### src/rtl/boot_control.sv
// Boot sequencing: tracks which ROM slots the HPS has downloaded, stretches the
// core reset after every reset source clears, and raises a one-shot OSD request.
module boot_control #(
  parameter int NUM_SLOTS          = 2,
  parameter int OSD_TIMEOUT_CYCLES = 99287000,
  parameter int RESET_HOLD_CYCLES  = 16
) (
  input  logic                 clk_sys,
  input  logic                 reset_n,
  input  logic                 pll_locked,
  input  logic                 ioctl_download,
  input  logic [7:0]           ioctl_index,
  input  logic                 ioctl_wr,
  input  logic                 status_reset,
  input  logic                 user_reset,
  output logic [NUM_SLOTS-1:0] slot_loaded,
  output logic                 all_loaded,
  output logic                 core_reset,
  output logic                 open_osd
);

  localparam int SW = (NUM_SLOTS > 1) ? $clog2(NUM_SLOTS) : 1;
  localparam int HW = $clog2(RESET_HOLD_CYCLES + 1);
  localparam int CW = $clog2(OSD_TIMEOUT_CYCLES + 1);
  localparam logic [5:0] NS = 6'(NUM_SLOTS);

  typedef enum logic [1:0] {BOOT, ARMED, REQ, DONE} osd_state_e;

  logic                 dl_q;
  logic                 active_q, active_d;
  logic                 wr_seen_q, wr_seen_d;
  logic [SW-1:0]        slot_q, slot_d;
  logic [NUM_SLOTS-1:0] loaded_q, loaded_d;
  logic [HW-1:0]        hold_q, hold_d;
  osd_state_e           state_q, state_d;
  logic [CW-1:0]        cnt_q, cnt_d;
  logic                 open_q, open_d;

  logic dl_start, dl_end, idx_ok, rst_src;
  logic unused_idx;

  assign unused_idx = ^ioctl_index[7:5];

  assign dl_start = ioctl_download & ~dl_q;
  assign dl_end   = ~ioctl_download & dl_q;
  assign idx_ok   = {1'b0, ioctl_index[4:0]} < NS;

  // Download tracking: an out-of-range index never sets active, so its end is a no-op.
  always_comb begin
    active_d  = active_q;
    wr_seen_d = wr_seen_q;
    slot_d    = slot_q;
    loaded_d  = loaded_q;
    if (dl_start) begin
      active_d  = idx_ok;
      wr_seen_d = ioctl_wr;
      if (idx_ok) begin
        slot_d                          = ioctl_index[SW-1:0];
        loaded_d[ioctl_index[SW-1:0]]   = 1'b0;
      end
    end else if (dl_end) begin
      if (active_q && wr_seen_q) loaded_d[slot_q] = 1'b1;
      active_d = 1'b0;
    end else if (active_q && ioctl_wr) begin
      wr_seen_d = 1'b1;
    end
  end

  assign slot_loaded = loaded_q;
  assign all_loaded  = &loaded_q;

  assign rst_src    = ~pll_locked | ioctl_download | ~all_loaded | status_reset | user_reset;
  assign hold_d     = rst_src ? HW'(RESET_HOLD_CYCLES)
                    : (hold_q != '0) ? hold_q - HW'(1) : hold_q;
  assign core_reset = rst_src | (hold_q != '0);

  always_comb begin
    state_d = state_q;
    cnt_d   = cnt_q;
    open_d  = 1'b0;
    unique case (state_q)
      BOOT:  if (status_reset) state_d = ARMED;
      ARMED: if (!status_reset) begin
               state_d = REQ;
               cnt_d   = CW'(OSD_TIMEOUT_CYCLES);
             end
      REQ: begin
        if (status_reset) begin
          state_d = ARMED;
        end else if (cnt_q == '0 || all_loaded) begin
          state_d = DONE;
        end else begin
          cnt_d  = cnt_q - CW'(1);
          open_d = ~all_loaded;
        end
      end
      DONE: ;
    endcase
  end

  assign open_osd = open_q;

  // dl_q reloads from the live input so a download spanning reset is never seen as started.
  always_ff @(posedge clk_sys) begin
    if (!reset_n) begin
      dl_q      <= ioctl_download;
      active_q  <= 1'b0;
      wr_seen_q <= 1'b0;
      slot_q    <= '0;
      loaded_q  <= '0;
      hold_q    <= HW'(RESET_HOLD_CYCLES);
      state_q   <= BOOT;
      cnt_q     <= '0;
      open_q    <= 1'b0;
    end else begin
      dl_q      <= ioctl_download;
      active_q  <= active_d;
      wr_seen_q <= wr_seen_d;
      slot_q    <= slot_d;
      loaded_q  <= loaded_d;
      hold_q    <= hold_d;
      state_q   <= state_d;
      cnt_q     <= cnt_d;
      open_q    <= open_d;
    end
  end

endmodule

### config.mk
export PLATFORM = sky130hd
export DESIGN_NAME = boot_control
export DESIGN_NICKNAME = d
export VERILOG_FILES = /design/src/rtl/boot_control.sv
export SDC_FILE = /design/constraint.sdc
export NUM_CORES = 1
export LEC_CHECK = 0
export ABC_AREA = 1
export ABC_CLOCK_PERIOD_IN_PS = 2000
export BUFFER_PORTS_ARGS = -buffer_cell sky130_fd_sc_hd__buf_2
export CAP_MARGIN = 0
export CORE_MARGIN = 8
export CORE_UTILIZATION = 60
export DETAILED_ROUTE_END_ITERATION = 7
export PLACE_DENSITY = 0.8
export SLEW_MARGIN = 20
export SYNTH_ARGS = -nofsm -noshare
export SYNTH_HDL_FRONTEND = slang
export SYNTH_SLANG_ARGS = --single-unit
### constraint.sdc
create_clock -name clk_sys -period 2 [get_ports clk_sys]
set_input_delay 0.4 -clock clk_sys [delete_from_list [all_inputs] [get_ports clk_sys]]
set_output_delay 0.4 -clock clk_sys [all_outputs]
set_load 0.02 [all_outputs]
==> flow_metrics.tcl <==
set metrics [dict create \
    crit_chain "nand2_2 -> inv_2 -> nand3_1 -> or3_4 -> or2_4 -> buf_6" \
    slew_viol_final 0 \
    cp-end-kind "output pin" \
    finalSetupViolCount 0 \
    final_layout_size_suffix_gt1_share_pct 16.5 \
    yosys.cell_types.count 30 \
    finalCritPeriodShare_pct 97.2 \
    worst_reg2reg_startpoint "cnt_q[0]" \
    design.final.nets 434 \
    timing.reg2reg.worst_path_depth 10 \
    finalCoreUtilization_pct 70.5 \
    worst_setup_start_kind "flop" \
    diodes 0 \
    hold_path.class "in2reg" \
    pwr-share-seq_pct 25.9 \
    p_per_area_nw_per_um2 1720 \
    drt_wl_total_mm 5.68 \
    clock_path_buffers 2 \
    vias_in_the_first_global_route 2183 \
    ys.flop_type "dfxtp_1" \
    worst_ir_drop_vdd_uv 1030 \
    hpwl_mm 4.05 \
    regToRegEndpoint "cnt_q[16]" \
    cp_slowest_cell "or3_4" \
    worst-endpoint-arrival_ns 1.54 \
    timing.critical_path.from "slot_loaded[0]" \
    netlist_top_cells_area "dfxtp_1 (33%), nand2_1 (16%), nor2_1 (9.5%)" \
    place.detailed.instances 447 \
    num_vias 2445 \
    place.gp.congestion 0.889 \
    design_power_total_uw 4850 \
    synth_top_area_share_pct 32.8 \
    reg2reg_setup_slack_ns 0.16 \
    syn_area_um2 2500 \
    timing.fmax_ghz 0.514 \
    global_route.usage.total_pct 18.2 \
    yosysMostFrequentCell "nand2_1" \
    clock_tree.htree_level_count 2 \
    placementRows 23 \
    power.combinational.fraction_pct 62.9 \
    async_flop_share_pct 0 \
    ioPinCount 20 \
    final_area_um2 2820 \
    grt_first_pass_wirelength_mm 9.63 \
    drtPass1Iterations 4 \
    floorplan.die.width_um 80.6 \
    synth.yosys.seq_area_share_pct 32.8 \
    global_route_total_overflow 0 \
    maximum_number_of_pins_on_one_net_before_global_route_repair 26 \
    port-buffer-count 16 \
    worstHoldPathCells 1 \
    die-height_um 80.6 \
    switching_power_uw 2470 \
    drc_errors_left 0 \
    floorplan.core_area_um2 4000 \
    worstPathMaxFanout 3 \
    hold_path_startpoint "ioctl_download" \
    outcome "complete, no violations" \
    syn_inst 382 \
    clock-sinks 41 \
    path_buf_inv 2 \
    ctsRootBufferMaster "clkbuf_8" \
    final_cell_count_no_fill 461 \
    count_of_flip_flops_with_a_built_in_enable_after_synthesis 0 \
    cts_hold_buf 0 \
    cts_buffers 5 \
    floorplan.initialDensity_pct 62.5 \
    layout_min_cycle_time_ns 1.94 \
    static-leakage-power_uw 0.00125 \
    dr.first_iter.drc_count 188 \
    setup_slack_placement_ns 0.144 \
    netlist.top_cell.by_area "dfxtp_1" \
    area_growth_syn_to_layout_pct 12.8 \
    design.die.area_um2 6490 \
    clock_skew_ns 0.00650 \
    worst_slew_margin_rel_pct 72.2 \
    ys_top_cells_by_count "nand2_1 (105), nor2_1 (63), dfxtp_1 (41), inv_1 (32), a21oi_1 (31)" \
    worstSetupPathType "reg2out" \
    synth_fp_nets 406 \
    cell_area_reported_after_detailed_placement_um2 2650 \
    p_int_uw 2380 \
    antenna_left 0 \
    max_slew.worst_pin.slew_ns 0.416 \
    tritoncts "built" \
    cpLargestDelayFamily "simple AND/OR/NAND/NOR gates" \
    hold_viol 0 \
    syn-mean-instance-area_um2 6.54 \
    synthesis.yosys.warnings 0 \
    grt_setup_unrepaired "yes" \
    holdPathEnd "dl_q" \
    cts.clk_slew.worst_paths_ns 0.08 \
    critical-path-max-stage-delay_ns 0.37 \
    postLayoutSetupSlackWorst_ns 0.0559 \
    power.share.clock_pct 11.2 \
    critical_path_required_ns 1.60 \
    clock_insertion_delay_worst_skew_ns 0.30 \
    swShare_pct 51.0 \
    drt-vias-per-instance 5.30 \
    antenna_found_initial 0 \
    synth-seq-cells 41 \
    avgRoutedWirePerCell_um 12.3 \
    max-cap-violations 0 \
]
logic make-up (layout without fill, tap and decap cells):
kind of cell / count (synthesis) / count (layout) / share of synthesized area, %
XOR/XNOR: 12 / 12 / 4.20
buffers and inverters: 42 / 70 / 7.01
AND/OR/NAND/NOR: 222 / 223 / 39.5
flip-flops: 41 / 41 / 32.8
adder cells (fa/ha/maj): 9 / 9 / 4.50
AO/OA/AOI/OAI: 56 / 56 / 12.0
layout by cell type (no fill, tap or decap), drive strengths merged:
master / count
nand3b: 2
clkinvlp: 1
or2: 4
xor2: 4
and3: 1
clkinv: 2
o211ai: 1
or3: 1
nor2: 74
a21oi: 31
nand3: 22
nand2: 109
nand4: 7
o21a: 1
inv: 33
clkbuf: 5
xnor2: 8
o21ai: 19
buf: 29
ha: 9
dfxtp: 41
o21bai: 1
a211oi: 3
nor3: 3
stage by stage:
step                      hold slack (ns)  TNS (ns)
final                               0.228         0
after global placement              0.437         0
after detailed placement            0.444         0
after CTS                           0.223         0
after floorplan                     0.427         0
after global routing                0.217   -0.0129
state kept, by name (all words and copies together), names as in the netlist:
signal and cells:
active_q 1, cnt_q 27, dl_q 1, hold_q 5, open_osd 1, slot_loaded 2, slot_q 1, state_q 2
wr_seen_q 1
worst reg2reg max path, stage by stage (launching register included):
cell and delay (ns):
dfxtp_1 0.32, inv_1 0.08, ha_2 0.23, nand2_4 0.10, nor2_8 0.16, nand2_2 0.10
nor2_4 0.13, nor2_2 0.10, nor2_4 0.32, nand2_1 0.09, a21oi_1 0.15
worst max-delay path by stage:
stage	depth (start not counted)	slack [ns]	end
2_1_floorplan	5	0.13	core_reset
3_3_place_gp	6	0.18	core_reset
3_5_place_dp	10	0.14	cnt_q[1]
4_1_cts	6	0.0002	core_reset
5_1_grt	6	-0.01	core_reset
6_report	6	0.06	core_reset
final cells by class:
cell class	count	area, µm²
clock buffer	5	68.8
clock inverter	3	17.5
fill	341	1180
inverter	33	124
multi-input combinational	300	1540
sequential	41	825
tap	50	62.6
timing repair buffer	29	184
layer usage:
metal / up-vias / part of all wire [%] / track usage (%) / wire (µm)
li1: 1286 / - / - / -
met1: 1093 / 45 / 23.5 / 2550
met2: 58 / 48 / 29.0 / 2730
met3: 8 / 5.6 / 4.02 / 320
met4: 0 / 1.3 / 6.00 / 72
met5: - / 0 / 0 / 0
power groups by stage:
stage	registers, µW	clock network (µW)	logic, µW
2_1_floorplan	1210	0	2450
6_report	1260	543	3050
3_3_place_gp	1260	0	2910
4_1_cts	1250	552	3010
5_1_grt	1290	591	3470
3_5_place_dp	1270	0	2980
what timing repair did:
item                                    CTS  global route
setup buffers                             4             1
resized for setup                         9             5
hold endpoints to repair                  0             0
pin swaps                                 2             4
gates cloned                              0             1
endpoints found under the setup margin    1             8
Power figures use the tool's default switching activity.
